`config.mk`:
```
export PLATFORM = sky130hd
export DESIGN_NAME = rv32i_decode_flat
export DESIGN_NICKNAME = d
export VERILOG_FILES = /design/src/rtl/rv32i_decode_if.sv /design/src/rtl/rv32i_decode.sv /design/src/flat_wrapper.sv
export SDC_FILE = /design/constraint.sdc
export NUM_CORES = 1
export LEC_CHECK = 0
export CORE_ASPECT_RATIO = 0.75
export CORE_MARGIN = 3
export CORE_UTILIZATION = 40
export DETAILED_ROUTE_END_ITERATION = 12
export PLACE_DENSITY = 0.8
export SLEW_MARGIN = 25
export SYNTH_ARGS = -nofsm -noshare
export SYNTH_HDL_FRONTEND = slang
export SYNTH_SLANG_ARGS = --single-unit
```
`constraint.sdc`:
```
create_clock -name clk_i -period 1.7 [get_ports clk_i]
set_input_delay 0.425 -clock clk_i [delete_from_list [all_inputs] [get_ports clk_i]]
set_output_delay 0.425 -clock clk_i [all_outputs]
set_load 0.02 [all_outputs]
```
`src/rtl/rv32i_decode_if.sv`:
```
// Fetch-to-decode and decode-to-execute signal bundle for the rv32i_decode stage.
// The decode stage is the slave; the surrounding pipeline (or a bench) is the master.
interface rv32i_decode_if;
  logic        flush_i;
  logic [31:0] instr_i;
  logic [31:0] pc_i;
  logic        instr_valid_i;
  logic        instr_ready_o;
  logic        dec_valid_o;
  logic        dec_ready_i;
  logic [31:0] dec_pc_o;
  logic [4:0]  rs1_o;
  logic [4:0]  rs2_o;
  logic [4:0]  rd_o;
  logic        rd_we_o;
  logic [31:0] imm_o;
  logic        b_sel_imm_o;
  logic [14:0] op_o;
  logic [5:0]  cls_o;
  logic        illegal_o;

  modport slave (
    input  flush_i, instr_i, pc_i, instr_valid_i, dec_ready_i,
    output instr_ready_o, dec_valid_o, dec_pc_o, rs1_o, rs2_o, rd_o, rd_we_o,
           imm_o, b_sel_imm_o, op_o, cls_o, illegal_o
  );

  modport master (
    output flush_i, instr_i, pc_i, instr_valid_i, dec_ready_i,
    input  instr_ready_o, dec_valid_o, dec_pc_o, rs1_o, rs2_o, rd_o, rd_we_o,
           imm_o, b_sel_imm_o, op_o, cls_o, illegal_o
  );
endinterface

```
`src/rtl/rv32i_decode.sv`:
```
// Registered RV32I decode stage: one-entry output register behind a valid/ready handshake,
// producing one-hot ALU op flags, register addresses, immediate and instruction-class flags.
module rv32i_decode #(
  parameter bit X0_NO_WE     = 1'b1,
  parameter bit FENCE_AS_NOP = 1'b1
) (
  input  logic          clk_i,
  input  logic          rst_n_i,
  rv32i_decode_if.slave bus
);

  localparam logic [6:0] OPC_LOAD   = 7'b0000011;
  localparam logic [6:0] OPC_FENCE  = 7'b0001111;
  localparam logic [6:0] OPC_OP_IMM = 7'b0010011;
  localparam logic [6:0] OPC_AUIPC  = 7'b0010111;
  localparam logic [6:0] OPC_STORE  = 7'b0100011;
  localparam logic [6:0] OPC_OP     = 7'b0110011;
  localparam logic [6:0] OPC_LUI    = 7'b0110111;
  localparam logic [6:0] OPC_BRANCH = 7'b1100011;
  localparam logic [6:0] OPC_JALR   = 7'b1100111;
  localparam logic [6:0] OPC_JAL    = 7'b1101111;

  localparam logic [14:0] OP_ADD  = 15'h0001;
  localparam logic [14:0] OP_AND  = 15'h0002;
  localparam logic [14:0] OP_EQ   = 15'h0004;
  localparam logic [14:0] OP_GE   = 15'h0008;
  localparam logic [14:0] OP_GEU  = 15'h0010;
  localparam logic [14:0] OP_LT   = 15'h0020;
  localparam logic [14:0] OP_LTU  = 15'h0040;
  localparam logic [14:0] OP_NE   = 15'h0080;
  localparam logic [14:0] OP_OR   = 15'h0100;
  localparam logic [14:0] OP_RS2I = 15'h0200;
  localparam logic [14:0] OP_SLL  = 15'h0400;
  localparam logic [14:0] OP_SRA  = 15'h0800;
  localparam logic [14:0] OP_SRL  = 15'h1000;
  localparam logic [14:0] OP_SUB  = 15'h2000;
  localparam logic [14:0] OP_XOR  = 15'h4000;

  localparam logic [5:0] CLS_LOAD   = 6'h01;
  localparam logic [5:0] CLS_STORE  = 6'h02;
  localparam logic [5:0] CLS_BRANCH = 6'h04;
  localparam logic [5:0] CLS_JAL    = 6'h08;
  localparam logic [5:0] CLS_JALR   = 6'h10;
  localparam logic [5:0] CLS_AUIPC  = 6'h20;

  // Shared OP / OP-IMM funct3 map; sub only exists in the register form.
  function automatic logic [14:0] alu_op(input logic [2:0] f3, input logic alt, input logic is_reg);
    case (f3)
      3'd0:    alu_op = (is_reg && alt) ? OP_SUB : OP_ADD;
      3'd1:    alu_op = OP_SLL;
      3'd2:    alu_op = OP_LT;
      3'd3:    alu_op = OP_LTU;
      3'd4:    alu_op = OP_XOR;
      3'd5:    alu_op = alt ? OP_SRA : OP_SRL;
      3'd6:    alu_op = OP_OR;
      default: alu_op = OP_AND;
    endcase
  endfunction

  logic [31:0] w;
  logic [2:0]  f3;
  logic [6:0]  f7;
  logic        f7_ok;
  logic [31:0] imm_i, imm_s, imm_b, imm_u, imm_j;

  assign w     = bus.instr_i;
  assign f3    = w[14:12];
  assign f7    = w[31:25];
  assign f7_ok = (f7 == 7'b0000000) || (f7 == 7'b0100000);
  assign imm_i = {{20{w[31]}}, w[31:20]};
  assign imm_s = {{20{w[31]}}, w[31:25], w[11:7]};
  assign imm_b = {{19{w[31]}}, w[31], w[7], w[30:25], w[11:8], 1'b0};
  assign imm_u = {w[31:12], 12'b0};
  assign imm_j = {{11{w[31]}}, w[31], w[19:12], w[20], w[30:21], 1'b0};

  logic [14:0] op_d;
  logic [5:0]  cls_d;
  logic [31:0] imm_d;
  logic        b_sel_d;
  logic        we_d;
  logic        illegal_d;

  // NOTE: every output of this block is given a default first, so no path leaves one unassigned and no latch is inferred.
  always_comb begin
    op_d      = '0;
    cls_d     = '0;
    imm_d     = '0;
    b_sel_d   = 1'b0;
    we_d      = 1'b0;
    illegal_d = 1'b0;
    case (w[6:0])
      OPC_OP: begin
        op_d = alu_op(f3, w[30], 1'b1); we_d = 1'b1; illegal_d = !f7_ok;
      end
      OPC_OP_IMM: begin
        op_d = alu_op(f3, w[30], 1'b0); we_d = 1'b1; b_sel_d = 1'b1; imm_d = imm_i;
        if (f3 == 3'd1)      illegal_d = (f7 != 7'b0000000);
        else if (f3 == 3'd5) illegal_d = !f7_ok;
      end
      OPC_BRANCH: begin
        imm_d = imm_b; cls_d = CLS_BRANCH;
        case (f3)
          3'd0:    op_d = OP_EQ;
          3'd1:    op_d = OP_NE;
          3'd4:    op_d = OP_LT;
          3'd5:    op_d = OP_GE;
          3'd6:    op_d = OP_LTU;
          3'd7:    op_d = OP_GEU;
          default: illegal_d = 1'b1;
        endcase
      end
      OPC_LUI:   begin op_d = OP_RS2I; we_d = 1'b1; b_sel_d = 1'b1; imm_d = imm_u; end
      OPC_AUIPC: begin op_d = OP_ADD; we_d = 1'b1; b_sel_d = 1'b1; imm_d = imm_u; cls_d = CLS_AUIPC; end
      OPC_JAL:   begin op_d = OP_ADD; we_d = 1'b1; b_sel_d = 1'b1; imm_d = imm_j; cls_d = CLS_JAL; end
      OPC_JALR: begin
        op_d = OP_ADD; we_d = 1'b1; b_sel_d = 1'b1; imm_d = imm_i; cls_d = CLS_JALR;
        illegal_d = (f3 != 3'd0);
      end
      OPC_LOAD: begin
        op_d = OP_ADD; we_d = 1'b1; b_sel_d = 1'b1; imm_d = imm_i; cls_d = CLS_LOAD;
        illegal_d = !(f3 inside {3'd0, 3'd1, 3'd2, 3'd4, 3'd5});
      end
      OPC_STORE: begin
        op_d = OP_ADD; b_sel_d = 1'b1; imm_d = imm_s; cls_d = CLS_STORE;
        illegal_d = (f3 > 3'd2);
      end
      OPC_FENCE: illegal_d = !FENCE_AS_NOP;
      default:   illegal_d = 1'b1;
    endcase
    // An illegal word must not drive the ALU or write the register file.
    if (illegal_d) begin
      op_d = '0; cls_d = '0; we_d = 1'b0; b_sel_d = 1'b0; imm_d = '0;
    end
    if (X0_NO_WE && (w[11:7] == 5'd0)) we_d = 1'b0;
  end

  logic valid_q;
  logic accept;

  assign bus.instr_ready_o = bus.flush_i | ~valid_q | bus.dec_ready_i;
  assign accept            = bus.instr_valid_i & bus.instr_ready_o & ~bus.flush_i;
  assign bus.dec_valid_o   = valid_q;

  // NOTE: sequential state uses non-blocking assignments so every flop samples pre-edge values.
  always_ff @(posedge clk_i or negedge rst_n_i) begin
    if (!rst_n_i)             valid_q <= 1'b0;
    else if (bus.flush_i)     valid_q <= 1'b0;
    else if (accept)          valid_q <= 1'b1;
    else if (bus.dec_ready_i) valid_q <= 1'b0;
  end

  // NOTE: the payload register is reset as well so every output reads 0 out of reset; it loads only on accept.
  always_ff @(posedge clk_i or negedge rst_n_i) begin
    if (!rst_n_i) begin
      bus.dec_pc_o    <= '0;
      bus.rs1_o       <= '0;
      bus.rs2_o       <= '0;
      bus.rd_o        <= '0;
      bus.rd_we_o     <= 1'b0;
      bus.imm_o       <= '0;
      bus.b_sel_imm_o <= 1'b0;
      bus.op_o        <= '0;
      bus.cls_o       <= '0;
      bus.illegal_o   <= 1'b0;
    end else if (accept) begin
      bus.dec_pc_o    <= bus.pc_i;
      bus.rs1_o       <= w[19:15];
      bus.rs2_o       <= w[24:20];
      bus.rd_o        <= w[11:7];
      bus.rd_we_o     <= we_d;
      bus.imm_o       <= imm_d;
      bus.b_sel_imm_o <= b_sel_d;
      bus.op_o        <= op_d;
      bus.cls_o       <= cls_d;
      bus.illegal_o   <= illegal_d;
    end
  end

endmodule

```
`src/flat_wrapper.sv`:
```
// flat-port wrapper written by rule: the top's interface ports become plain ports
module rv32i_decode_flat 
#(
  parameter bit X0_NO_WE     = 1'b1,
  parameter bit FENCE_AS_NOP = 1'b1
)
  (clk_i, rst_n_i, bus_flush_i, bus_instr_i, bus_pc_i, bus_instr_valid_i, bus_dec_ready_i, bus_instr_ready_o, bus_dec_valid_o, bus_dec_pc_o, bus_rs1_o, bus_rs2_o, bus_rd_o, bus_rd_we_o, bus_imm_o, bus_b_sel_imm_o, bus_op_o, bus_cls_o, bus_illegal_o);
  rv32i_decode_if bus_i ();
  input  logic clk_i;
  input  logic rst_n_i;
  input wire logic [$bits(bus_i.flush_i)-1:0] bus_flush_i;
  input wire logic [$bits(bus_i.instr_i)-1:0] bus_instr_i;
  input wire logic [$bits(bus_i.pc_i)-1:0] bus_pc_i;
  input wire logic [$bits(bus_i.instr_valid_i)-1:0] bus_instr_valid_i;
  input wire logic [$bits(bus_i.dec_ready_i)-1:0] bus_dec_ready_i;
  output wire logic [$bits(bus_i.instr_ready_o)-1:0] bus_instr_ready_o;
  output wire logic [$bits(bus_i.dec_valid_o)-1:0] bus_dec_valid_o;
  output wire logic [$bits(bus_i.dec_pc_o)-1:0] bus_dec_pc_o;
  output wire logic [$bits(bus_i.rs1_o)-1:0] bus_rs1_o;
  output wire logic [$bits(bus_i.rs2_o)-1:0] bus_rs2_o;
  output wire logic [$bits(bus_i.rd_o)-1:0] bus_rd_o;
  output wire logic [$bits(bus_i.rd_we_o)-1:0] bus_rd_we_o;
  output wire logic [$bits(bus_i.imm_o)-1:0] bus_imm_o;
  output wire logic [$bits(bus_i.b_sel_imm_o)-1:0] bus_b_sel_imm_o;
  output wire logic [$bits(bus_i.op_o)-1:0] bus_op_o;
  output wire logic [$bits(bus_i.cls_o)-1:0] bus_cls_o;
  output wire logic [$bits(bus_i.illegal_o)-1:0] bus_illegal_o;
  assign bus_i.flush_i = bus_flush_i;
  assign bus_i.instr_i = bus_instr_i;
  assign bus_i.pc_i = bus_pc_i;
  assign bus_i.instr_valid_i = bus_instr_valid_i;
  assign bus_i.dec_ready_i = bus_dec_ready_i;
  assign bus_instr_ready_o = bus_i.instr_ready_o;
  assign bus_dec_valid_o = bus_i.dec_valid_o;
  assign bus_dec_pc_o = bus_i.dec_pc_o;
  assign bus_rs1_o = bus_i.rs1_o;
  assign bus_rs2_o = bus_i.rs2_o;
  assign bus_rd_o = bus_i.rd_o;
  assign bus_rd_we_o = bus_i.rd_we_o;
  assign bus_imm_o = bus_i.imm_o;
  assign bus_b_sel_imm_o = bus_i.b_sel_imm_o;
  assign bus_op_o = bus_i.op_o;
  assign bus_cls_o = bus_i.cls_o;
  assign bus_illegal_o = bus_i.illegal_o;
  rv32i_decode #(.X0_NO_WE(X0_NO_WE), .FENCE_AS_NOP(FENCE_AS_NOP)) u_core (.clk_i(clk_i), .rst_n_i(rst_n_i), .bus(bus_i));
endmodule
```
==> out/qor.log, run 1 <==
qor: status.status finished, violations left
qor: status.violations setup timing
qor: timing.final_hold_viol_count 0
qor: global_routing.grt_busiest_layer met2
qor: worst_setup_path.worstSetupPathType primary input to register
qor: pwr.leakage 3.53 nW
qor: timing.finalSetupViolations 3
qor: synth.synth_nets 462
qor: worst_setup_path.critPathMaxFanout 4
qor: cells_and_area.fin_nets 703
qor: timing.fin_tns_setup -130 ps
qor: synth.syn_inst 393
qor: worst_setup_path.cp_data_required_time 1940 ps
qor: clock_tree.tritoncts.num_buffers 9
qor: clock_tree.clkTransAtPathRegs 60 ps
qor: synth.synth_area 0.00449 sq mm
qor: worst_setup_path.reg2reg_to u_core.bus.op_o[12]$_DFFE_PN0P_
qor: clock_tree.htreeDepth 3
qor: timing.finalMaxSlewViolations 0
qor: timing.hold_slack 395 ps
qor: drt.avgViaCountPerCell 5.42
qor: clock_tree.tritoncts_clock_tree done
qor: drt.drtPass1Iterations 8
qor: timing.final_min_period_over_clock_period 1.04
qor: cells_and_area.drive_gt1_frac 0.299
qor: place.final_gp_congestion 0.933
qor: timing.post_route_setup_slack -65.3 ps
qor: timing.clock-skew-final 3.74 ps
qor: pwr.power.share.clock 0.321
qor: drt.detail-route-antenna-nets 0
qor: worst_hold_path.hold_end u_core.bus.dec_valid_o$_DFFE_PN0P_
qor: timing.timing_worst_slew_pin_value 437 ps
qor: cells_and_area.areaGrowthSynthToFinish 62.6%
qor: pwr.share_of_power_burned_in_combinational_logic 0.218
qor: drt.via_count 4202
qor: global_routing.global_routing_usage_on_met1 0.289
qor: synth.most_used_dff_post_synth dfrtp_1
qor: global_routing.grt_util_met3 0.103
qor: synth.yosysUniqueCellTypes 43
qor: pwr.power 6.02 mW
qor: worst_setup_path.endpoint_kind register
qor: drt.routedWlPerCell 18.8 um
qor: clock_tree.clock_tree.root_cell clkbuf_16
qor: clock_tree.clock_latency 340 ps
qor: pwr.p_per_area 825 mW/mm^2
qor: worst_setup_path.crit_arrival 2000 ps
qor: global_routing.antenna_found_initial 0
qor: timing.fmax 0.566 GHz
qor: synth.synth-warning-count 0
qor: job.cap_violations 0
qor: worst_setup_path.crit_path_from bus_instr_i[12]
qor: place.buffer_ports.inserted 173
qor: cells_and_area.antenna-diode-count 0
qor: place.dp_hpwl 10400 um
qor: synth.ys_seq_area_frac 0.580
qor: drt.drc_errors 0
qor: floorplanning.design.portCount 174
qor: worst_setup_path.reg2reg_from u_core.bus.dec_valid_o$_DFFE_PN0P_
qor: clock_tree.clk_sinks 104
qor: synth.synth-edff-count 0
qor: synth.synthDominantAreaCellType dfrtp_1
qor: floorplanning.fp.dieH 97.7 um
qor: timing.finalCriticalPeriod 1770 ps
qor: floorplanning.die-area 0.0125 sq mm
qor: worst_setup_path.cell_depth_of_the_worst_flop_to_flop_path 7
qor: synth.synth_top_cell_area_share 0.580
qor: pwr.netSwitchingPower 1.68 mW
qor: global_routing.global_route.usage.total 0.233
qor: global_routing.grt_pass1_vias 4473
qor: global_routing.grt_first_pass_wirelength 23100 um
qor: floorplanning.effective_utilization_at_floorplan 0.423
qor: global_routing.globalRoute.totalOverflow 0
qor: global_routing.maximum_number_of_pins_on_one_net_before_global_route_repair 72
qor: worst_setup_path.crit_path_launch_type primary input
qor: global_routing.met2_usage 0.374
qor: synth.ys_ff_latch 104
qor: synth.synth_async_sr_flop_share 1.00
qor: drt.initialDrtViolationCount 227
qor: synth.post_synthesis_average_cell_area 11.4 sq um
qor: worst_hold_path.hold_path.startpoint bus_flush_i
qor: pwr.power.sequential.fraction 0.460
qor: synth.synth.area.top_cells dfrtp_1 (58%), mux2_2 (12%), o21ai_0 (4.7%), nand2_1 (4.4%), a21oi_1 (2.8%)
qor: pwr.ir_drop 711 uV
qor: worst_hold_path.min_delay_path_depth 2
qor: timing.max_slew_margin 0.706
qor: pwr.p_sw_frac 0.279
qor: timing.rsz0062_at_grt true
qor: worst_setup_path.rrSetupSlack -60 ps
qor: floorplanning.placeableCoreArea 0.0106 sq mm
qor: drt.wl 14600 um
qor: floorplanning.dieWidth 128 um
qor: floorplanning.row_count 32
qor: pwr.cellInternalPower 4.34 mW
qor: worst_hold_path.holdCritPathClass primary input to register
qor: clock_tree.cts-root-to-sink-buffers 2
-- metrics by stage --
stage | setup slack, ps | std cells | util | cell area, sq um
floorplan | -256 | 393 | - | 4510
global placement | -707 | 743 | 0.644 | 6830
detailed placement | -746 | 743 | 0.644 | 6830
CTS | -27.3 | 774 | 0.681 | 7230
global route | -96.0 | 775 | 0.688 | 7300
finish | -65.3 | 775 | 0.688 | 7300
-- cell type report --
cell class                 count  area, sq um
fill                         833         3310
inverter                       7         26.3
tap                          136          170
multi-input combinational    254         1900
clock inverter                 4         28.8
timing repair buffer         258         2320
clock buffer                  12          246
sequential                   104         2600
-- timing repair --
item                                    in CTS  in global routing
endpoints found under the hold margin       12                  0
gates cloned                                 2                  1
pin swaps                                   22                 13
buffers inserted                            12                  3
hold buffers                                 1                  0
gates resized for setup                    213                 34
endpoints found under the setup margin     208                 92
-- cell usage after synthesis (5+ instances only) --
cell and instances:
a21oi_1 25, nand3_1 5, clkbuf_1 18, nor2_1 9
mux2_2 47, nand2_1 53, dfrtp_1 104, inv_1 7
a32o_1 12, o31ai_1 6, o21ai_0 42, nand2b_1 5
-- power groups by stage --
stage,logic [mW],clock network (mW),registers [mW]
6_report,1.31,1.93,2.77
5_1_grt,1.41,2.10,2.79
4_1_cts,1.30,1.98,2.77
3_5_place_dp,1.41,0,2.83
3_3_place_gp,1.38,0,2.81
2_1_floorplan,0.328,0,3.06
-- critical path: stages --
cell           delay, ps
dlygate4sd2_1        260
buf_6                130
nor2b_4              120
o211ai_1             240
nand4_1              180
buf_4                190
buf_6                130
o41ai_2              320
-- logic make-up after synthesis --
family,after synthesis,synth area share
flops,104,0.580
buf+inv,35,0.0337
mux,47,0.118
compound gates,110,0.158
simple gates,97,0.110
-- metal layers --
metal  part of all wire  vias to the layer above  wire length (um)
met5                  0                        -                 0
met4              0.015                        0               217
met3               0.12                       24              1710
met2               0.47                      219              6910
met1               0.39                     2047              5730
li1                   -                     1912                 -
-- placed cells by master (no fill, tap or decap), types with 3 or more instances in the layout --
| cell type | n |
|---|---|
| a22o_1 | 3 |
| mux2_2 | 47 |
| nand2_1 | 52 |
| inv_1 | 5 |
| buf_6 | 12 |
| dlygate4sd2_1 | 111 |
| dfrtp_1 | 104 |
| clkbuf_2 | 4 |
| buf_2 | 5 |
| buf_4 | 69 |
| o21ai_2 | 5 |
| a22oi_1 | 4 |
| o41ai_2 | 3 |
| nand4_1 | 4 |
| nand3_1 | 5 |
| a32o_1 | 12 |
| clkdlybuf4s50_1 | 47 |
| o31ai_2 | 3 |
| a21oi_1 | 25 |
| clkbuf_16 | 10 |
| o21ai_1 | 28 |
| nand2b_1 | 4 |
| o21ai_0 | 9 |
| nor2_1 | 7 |
-- worst max-delay path by stage --
| stage | depth (start not counted) | endpoint | slack, ps |
|---|---|---|---|
| finish | 8 | u_core.bus.op_o[12]$_DFFE_PN0P_ | -70 |
| global route | 7 | u_core.bus.op_o[12]$_DFFE_PN0P_ | -100 |
| CTS | 9 | u_core.bus.cls_o[3]$_DFFE_PN0P_ | -30 |
| detailed placement | 7 | u_core.bus.imm_o[18]$_DFFE_PN0P_ | -750 |
| global placement | 7 | u_core.bus.cls_o[4]$_DFFE_PN0P_ | -710 |
| floorplan | 7 | u_core.bus.cls_o[5]$_DFFE_PN0P_ | -260 |
-- sequential cells by signal, summed over array words and instances (netlist names) --
name,count
u_core.bus.b_sel_imm_o,1
u_core.bus.rs2_o,5
u_core.bus.rs1_o,5
u_core.bus.dec_pc_o,32
u_core.bus.rd_we_o,1
u_core.bus.illegal_o,1
u_core.bus.op_o,15
u_core.bus.imm_o,32
u_core.bus.dec_valid_o,1
u_core.bus.rd_o,5
u_core.bus.cls_o,6
Power figures use the tool's default switching activity.
==> run 2: changes to the inputs <==
--- a/config.mk
+++ b/config.mk
@@ -7,9 +7,10 @@
 export LEC_CHECK = 0
 export CORE_ASPECT_RATIO = 0.75
 export CORE_MARGIN = 3
-export CORE_UTILIZATION = 40
+export CORE_UTILIZATION = 41
+export CTS_BUF_LIST = sky130_fd_sc_hd__clkbuf_8
 export DETAILED_ROUTE_END_ITERATION = 12
-export PLACE_DENSITY = 0.8
+export PLACE_DENSITY = 0.82
 export SLEW_MARGIN = 25
 export SYNTH_ARGS = -nofsm -noshare
 export SYNTH_HDL_FRONTEND = slang
==> run 2 against run 1 <==
Against the previous run: the flow still finishes with violations (setup timing); register-to-register slack improved by 80 ps; critical endpoint unchanged; largest cell class unchanged; power fell by 6.3%; die area fell by 2.3%; via count fell by 1.1%; worst hold slack got worse by 30 ps; combinational power barely moved; cell count fell by 1.5%; maximum frequency rose by 3.3%; critical path depth rose by 1; wire length fell by 0.41%; cell area fell by 2.6%.
==> out/qor.log, run 2 (synthesis results as in run 1) <==
qor: drt.avgViaCountPerCell 5.45 [+0.48%]
qor: timing.finalCriticalPeriod 1710 ps [-57.1 ps]
qor: drt.routedWlPerCell 19.0 um [+1.2%]
qor: worst_setup_path.critical_path.max_stage_delay 270 ps [-50 ps]
qor: global_routing.grt_pass1_vias 4282 [-4.3%]
qor: floorplanning.row_count 32 [unchanged]
qor: cells_and_area.final_cells 763 [-1.5%]
qor: worst_setup_path.critical_path_buf_inv_count 5 [+1]
qor: global_routing.globalRoute.totalOverflow 0 [unchanged]
qor: timing.fmax 0.585 GHz [+3.3%]
qor: timing.hold_slack 365 ps [-30.2 ps]
qor: worst_setup_path.cell_by_cell_listing_of_the_critical_path dlygate4sd2_1 -> buf_6 -> buf_4 -> o21ai_1 -> a21o_1 -> nand4_1 -> buf_6 -> buf_6 -> o41ai_2
qor: worst_setup_path.cpLargestDelayFamily buffers and inverters
qor: worst_setup_path.critPathMaxFanout 7 [+3]
qor: status.violations setup timing
qor: timing.finalSetupViolations 1 [-2]
qor: timing.final_hold_viol_count 0 [unchanged]
qor: clock_tree.clock_tree.root_cell clkbuf_8
qor: worst_setup_path.crit_path_launch_type primary input
qor: floorplanning.placeableCoreArea 0.0105 sq mm [-1.1%]
qor: cells_and_area.areaGrowthSynthToFinish 58.5%
qor: clock_tree.htreeDepth 3 [unchanged]
qor: clock_tree.clkTransAtPathRegs 90 ps [+30 ps]
qor: worst_setup_path.cp_data_required_time 1960 ps [+20 ps]
qor: pwr.p_per_area 793 mW/mm^2 [-3.9%]
qor: cells_and_area.fin_nets 692 [-1.6%]
qor: place.buffer_ports.inserted 173 [unchanged]
qor: cells_and_area.mostFrequentLayoutCells dlygate4sd2_1 (113), dfrtp_1 (104), buf_4 (61)
qor: cells_and_area.drive_gt1_frac 0.279 [-0.0198]
qor: drt.drtPass1Iterations 5 [-3]
qor: timing.clock-skew-final 6.02 ps [+2.28 ps]
qor: timing.timing_worst_slew_pin_value 433 ps [-3.28 ps]
qor: pwr.ir_drop 647 uV [-9.1%]
qor: worst_setup_path.reg2reg_to u_core.bus.op_o[12]$_DFFE_PN0P_
qor: drt.detail-route-antenna-nets 0 [unchanged]
qor: drt.via_count 4157 [-1.1%]
qor: floorplanning.fp.dieH 96.6 um [-1.2%]
qor: worst_setup_path.endpoint_kind register
qor: timing.finalMaxSlewViolations 0 [unchanged]
qor: status.status finished, violations left
qor: worst_setup_path.crit_top_cell buf_6
qor: worst_setup_path.critical-path-slowest-cell dlygate4sd2_1
qor: place.total_placed_cells_including_tap_cells 743 [unchanged]
qor: timing.final_min_period_over_clock_period 1.00 [-0.0336]
qor: global_routing.maximum_number_of_pins_on_one_net_before_global_route_repair 64 [-11%]
qor: floorplanning.design.portCount 174 [unchanged]
qor: worst_setup_path.rrSetupSlack 20 ps [+80 ps]
qor: cells_and_area.final_common_cell dlygate4sd2_1
qor: worst_setup_path.cell_depth_of_the_worst_flop_to_flop_path 7 [unchanged]
qor: worst_setup_path.crit_arrival 1970 ps [-30 ps]
qor: timing.max_slew_margin 0.710 [+0.00352]
qor: clock_tree.clk_sinks 104 [unchanged]
qor: worst_setup_path.cp-endpoint u_core.bus.op_o[12]$_DFFE_PN0P_
qor: worst_setup_path.worstSetupPathType primary input to register
qor: drt.initialDrtViolationCount 234 [+3.1%]
qor: global_routing.grt_first_pass_wirelength 22400 um [-3.0%]
qor: floorplanning.dieWidth 127 um [-1.2%]
qor: cells_and_area.final.fill_count 849 [+1.9%]
qor: worst_setup_path.crit_path_from bus_instr_i[14]
qor: floorplanning.effective_utilization_at_floorplan 0.428 [+0.00484]
qor: worst_hold_path.holdCritPathClass primary input to register
qor: pwr.leakage 3.43 nW [-2.8%]
qor: worst_setup_path.reg2reg_from u_core.bus.dec_valid_o$_DFFE_PN0P_
qor: global_routing.global_route.usage.total 0.236 [+0.00253]
qor: worst_setup_path.critical_path_depth 9 [+1]
qor: clock_tree.tritoncts_clock_tree done
qor: cells_and_area.largest_registers u_core.bus.dec_pc_o (32), u_core.bus.imm_o (32), u_core.bus.op_o (15)
qor: drt.wl 14500 um [-0.41%]
qor: place.final_gp_congestion 0.993 [+6.4%]
qor: floorplanning.die-area 0.0122 sq mm [-2.3%]
qor: timing.post_route_setup_slack -8.22 ps [+57.1 ps]
qor: drt.drc_errors 0 [unchanged]
qor: clock_tree.tritoncts.num_buffers 9 [unchanged]
qor: cells_and_area.antenna-diode-count 0 [unchanged]
qor: timing.rsz0062_at_grt true
qor: place.dp_hpwl 10800 um [+3.5%]
qor: clock_tree.clock_latency 360 ps [+20 ps]
qor: global_routing.antenna_found_initial 0 [unchanged]
qor: job.cap_violations 0 [unchanged]
qor: clock_tree.cts-root-to-sink-buffers 2 [unchanged]
-- run 2: cell types whose count changed in the layout (fill, tap and decap cells not counted), sizes merged --
cell,change
dlygate4sd2,+2
dlymetal6s2s,-1
clkbuf,-2
buf,-10
bufinv,+1
inv,-1
clkinv,-1
-- run 2: worst reg2reg max path, delay by kind of cell, from the launching register on --
family                 cells  cell delay, ps
AOI/OAI and AO/OA          2             390
buffers and inverters      2             340
DFF                        1             410
and+or+nand+nor            3             430
-- run 2: timing repair --
action	CTS	global route
cloned	2	0
hold endpoints to repair	23	0
hold buffers	1	0
setup endpoints to repair	190	43
resized for setup	198	33
pin swaps	16	12
buffers inserted	5	0
-- run 2: final cells by class --
cell class / count / area [sq um] / area share
sequential: 104 / 2600 / 0.366
timing repair buffer: 247 / 2220 / 0.312
multi-input combinational: 254 / 1880 / 0.265
tap: 136 / 170 / 0.0239
clock buffer: 12 / 165 / 0.0232
clock inverter: 3 / 41.3 / 0.00581
inverter: 7 / 30.0 / 0.00422
-- run 2: metrics by stage --
step                setup WS, ps  setup TNS (ps)  instance area, sq um  total power, mW  utilization
floorplan                   -256           -4240                  4510             3.39            -
global placement            -671          -49450                  6840             4.19        0.652
detailed placement          -853          -59010                  6840             4.24        0.652
CTS                        -38.1            -172                  7080             5.69        0.675
global route               -57.0            -132                  7110             5.90        0.678
finish                     -8.22           -8.22                  7110             5.64        0.678
-- run 2: report_power, final --
group / internal [mW] / total (mW) / switching, mW
combinational: 0.602 / 1.29 / 0.684
clock: 0.789 / 1.58 / 0.796
sequential: 2.67 / 2.77 / 0.0956
-- run 2: worst min path at each step --
stage / from / end / slack [ps] / cells after the start
6_report: bus_flush_i / u_core.bus.dec_valid_o$_DFFE_PN0P_ / 360 / 2
3_3_place_gp: rst_n_i / u_core.bus.dec_pc_o[11]$_DFFE_PN0P_ / 350 / 1
3_5_place_dp: rst_n_i / u_core.bus.dec_pc_o[15]$_DFFE_PN0P_ / 360 / 1
5_1_grt: bus_flush_i / u_core.bus.dec_valid_o$_DFFE_PN0P_ / 360 / 2
2_1_floorplan: rst_n_i / u_core.bus.b_sel_imm_o$_DFFE_PN0P_ / 130 / 0
4_1_cts: bus_flush_i / u_core.bus.dec_valid_o$_DFFE_PN0P_ / 350 / 2
-- run 2: per-layer routing --
layer  routed length [um]  track usage  up-vias
li1                     -            -     1883
met1                 5730        0.292     2057
met2                 7170        0.400      200
met3                 1470       0.0863       17
met4                  140       0.0554        0
met5                    0            0        -
==> run 3: changes to the inputs <==
--- a/config.mk
+++ b/config.mk
@@ -5,11 +5,13 @@
 export SDC_FILE = /design/constraint.sdc
 export NUM_CORES = 1
 export LEC_CHECK = 0
+export CAP_MARGIN = 20
 export CORE_ASPECT_RATIO = 0.75
 export CORE_MARGIN = 3
 export CORE_UTILIZATION = 41
 export CTS_BUF_LIST = sky130_fd_sc_hd__clkbuf_8
 export DETAILED_ROUTE_END_ITERATION = 12
+export MAX_ROUTING_LAYER = met4
 export PLACE_DENSITY = 0.82
 export SLEW_MARGIN = 25
 export SYNTH_ARGS = -nofsm -noshare
==> run 3 against run 2 <==
Against the previous run: clock skew about the same; die area unchanged; power increased by 4.2%; critical path depth increased by 1; sequential share of layout area decreased by 1.9 points; wire length increased by 2.7%; global-route usage increased by 1.8 points; cell count increased by 2.5%; register-to-register slack got worse by 100 ps; first-iteration DRC count decreased by 0.43%; the run still ends with setup timing left; core utilization increased by 3.7 points.
==> out/qor.log, run 3 (synthesis results as in run 1) <==
qor: timing.rsz0062_at_grt true
qor: cells_and_area.mostFrequentLayoutCells dlygate4sd2_1 (111), dfrtp_1 (104), buf_4 (71)
qor: clock_tree.clk_sinks 104 [unchanged]
qor: timing.timing_worst_slew_pin_value 411 ps [-22.5 ps]
qor: place.dp_hpwl 10400 um [-3.3%]
qor: worst_setup_path.critical_path.max_stage_delay 280 ps [about the same]
qor: global_routing.maximum_number_of_pins_on_one_net_before_global_route_repair 55 [-14%]
qor: timing.final_hold_viol_count 0 [unchanged]
qor: timing.post_route_setup_slack -158 ps [-150 ps]
qor: cells_and_area.post-route-cell-area 0.00750 sq mm [+5.5%]
qor: global_routing.grt_pass1_vias 4557 [+6.4%]
qor: drt.via_count 4211 [+1.3%]
qor: timing.max_slew_margin 0.726 [+0.0164]
qor: cells_and_area.largest_registers u_core.bus.dec_pc_o (32), u_core.bus.imm_o (32), u_core.bus.op_o (15)
qor: clock_tree.htreeDepth 3 [unchanged]
qor: worst_setup_path.crit_top_cell buf_12
qor: timing.finalCriticalPeriod 1860 ps [+150 ps]
qor: timing.finalMaxSlewViolations 0 [unchanged]
qor: timing.finalSetupViolations 38 [+37]
qor: cells_and_area.antenna-diode-count 0 [unchanged]
qor: clock_tree.clock_latency 370 ps [about the same]
qor: clock_tree.cts-root-to-sink-buffers 2 [unchanged]
qor: global_routing.antenna_found_initial 0 [unchanged]
qor: pwr.p_per_area 783 mW/mm^2 [-1.2%]
qor: floorplanning.placeableCoreArea 0.0105 sq mm [unchanged]
qor: floorplanning.fp.dieH 96.6 um [unchanged]
qor: worst_setup_path.critical_path_buf_inv_count 5 [unchanged]
qor: clock_tree.tritoncts_clock_tree done
qor: worst_setup_path.cp_data_required_time 2000 ps [+40 ps]
qor: cells_and_area.final.fill_count 781 [-8.0%]
qor: worst_setup_path.critPathMaxFanout 5 [-2]
qor: drt.avgViaCountPerCell 5.38 [-1.2%]
qor: job.cap_violations 0 [unchanged]
qor: worst_setup_path.cell_by_cell_listing_of_the_critical_path dlygate4sd2_1 -> o21ai_0 -> o21ai_1 -> a211oi_2 -> nand4_1 -> buf_6 -> buf_8 -> buf_12 -> buf_12 -> o21ai_4
qor: place.dpl_cell_area 0.00686 sq mm [+0.33%]
qor: clock_tree.clock_tree.root_cell clkbuf_8
qor: drt.drc_errors 0 [unchanged]
qor: worst_setup_path.crit_path_launch_type primary input
qor: worst_hold_path.holdCritPathClass primary input to register
qor: drt.routedWlPerCell 19.0 um [+0.19%]
qor: timing.clock-skew-final 5.73 ps [-0.290 ps]
qor: floorplanning.dieWidth 127 um [unchanged]
qor: timing.final_min_period_over_clock_period 1.09 [+0.0880]
qor: place.final_gp_congestion 0.904 [-8.9%]
qor: drt.detail-route-antenna-nets 0 [unchanged]
qor: global_routing.global_route.usage.total 0.254 [+0.0177]
qor: global_routing.grt_first_pass_wirelength 23400 um [+4.5%]
qor: pwr.ir_drop 660 uV [+2.0%]
qor: drt.initialDrtViolationCount 233 [-0.43%]
qor: clock_tree.clkTransAtPathRegs 90 ps [about the same]
qor: pwr.leakage 3.69 nW [+7.6%]
qor: timing.fmax 0.538 GHz [-8.0%]
qor: floorplanning.design.portCount 174 [unchanged]
qor: worst_setup_path.worstSetupPathType primary input to register
qor: place.buffer_ports.inserted 173 [unchanged]
qor: floorplanning.effective_utilization_at_floorplan 0.428 [unchanged]
qor: worst_setup_path.critical-path-slowest-cell dlygate4sd2_1
qor: worst_setup_path.cpLargestDelayFamily buffers and inverters
qor: floorplanning.die-area 0.0122 sq mm [unchanged]
qor: cells_and_area.drive_gt1_frac 0.327 [+0.0475]
qor: drt.wl 14900 um [+2.7%]
qor: timing.fin_tns_setup -2540 ps [-2530 ps]
qor: cells_and_area.areaGrowthSynthToFinish 67.1%
qor: clock_tree.tritoncts.num_buffers 9 [unchanged]
qor: drt.drtPass1Iterations 4 [-1]
qor: status.violations setup timing
qor: floorplanning.row_count 32 [unchanged]
qor: worst_setup_path.crit_arrival 2150 ps [+180 ps]
qor: global_routing.globalRoute.totalOverflow 0 [unchanged]
qor: worst_setup_path.endpoint_kind register
qor: status.status finished, violations left
qor: pwr.power 5.87 mW [+4.2%]
qor: cells_and_area.final_common_cell dlygate4sd2_1
qor: cells_and_area.fin_nets 710 [+2.6%]
==> run 3: cell type report <==
class / count / area, sq um / share of cell area
inverters: 7 / 26.3 / 0.00350
well taps: 136 / 170 / 0.0227
flip-flops and latches: 104 / 2600 / 0.347
multi-input cells: 254 / 2050 / 0.273
repair buffers: 265 / 2410 / 0.322
clock inverters: 4 / 75.1 / 0.0100
clock buffers: 12 / 165 / 0.0220
==> run 3: where the power goes <==
part	total, mW	internal (mW)	switching (mW)
Sequential	2.77	2.67	0.0986
Clock	1.78	0.950	0.832
Combinational	1.32	0.629	0.694
Total	5.87	4.25	1.62
==> run 3: routing by layer <==
metal,vias up,share of wire,global-route usage
met5,-,0,-
met4,0,0.012,0.0670
met3,19,0.076,0.0736
met2,172,0.49,0.404
met1,2090,0.43,0.322
li1,1930,-,-
==> run 3: final timing paths <==
path                       slack [ps]  cells after the start                          startpoint                            endpoint
setup / recovery                 -160                     10                     bus_instr_i[14]     u_core.bus.op_o[13]$_DFFE_PN0P_
hold / removal                    360                      2                         bus_flush_i  u_core.bus.dec_valid_o$_DFFE_PN0P_
setup reg to reg                  -80                      9  u_core.bus.dec_valid_o$_DFFE_PN0P_     u_core.bus.op_o[13]$_DFFE_PN0P_
hold reg to reg                   490                      2      u_core.bus.rd_we_o$_DFFE_PN0P_      u_core.bus.rd_we_o$_DFFE_PN0P_
max in group asynchronous         630                      3                             rst_n_i      u_core.bus.op_o[5]$_DFFE_PN0P_
min in group asynchronous         520                      2                             rst_n_i     u_core.bus.rs2_o[4]$_DFFE_PN0P_
==> run 3: what timing repair did <==
item,4_1_cts,5_1_grt
setup buffers,15,5
hold endpoints to repair,29,0
setup endpoints to repair,166,56
hold buffers,1,0
resized for setup,227,39
pin swaps,32,13
gates cloned,1,0
==> run 3: per-stage QoR <==
| step | hold slack [ps] | cells | worst slack (ps) | utilization |
|---|---|---|---|---|
| 2_1_floorplan | 129 | 393 | -256 | - |
| 3_3_place_gp | 384 | 746 | -707 | 0.654 |
| 3_5_place_dp | 387 | 746 | -836 | 0.654 |
| 4_1_cts | 338 | 779 | -65.0 | 0.707 |
| 5_1_grt | 350 | 782 | -225 | 0.715 |
| 6_report | 359 | 782 | -158 | 0.715 |
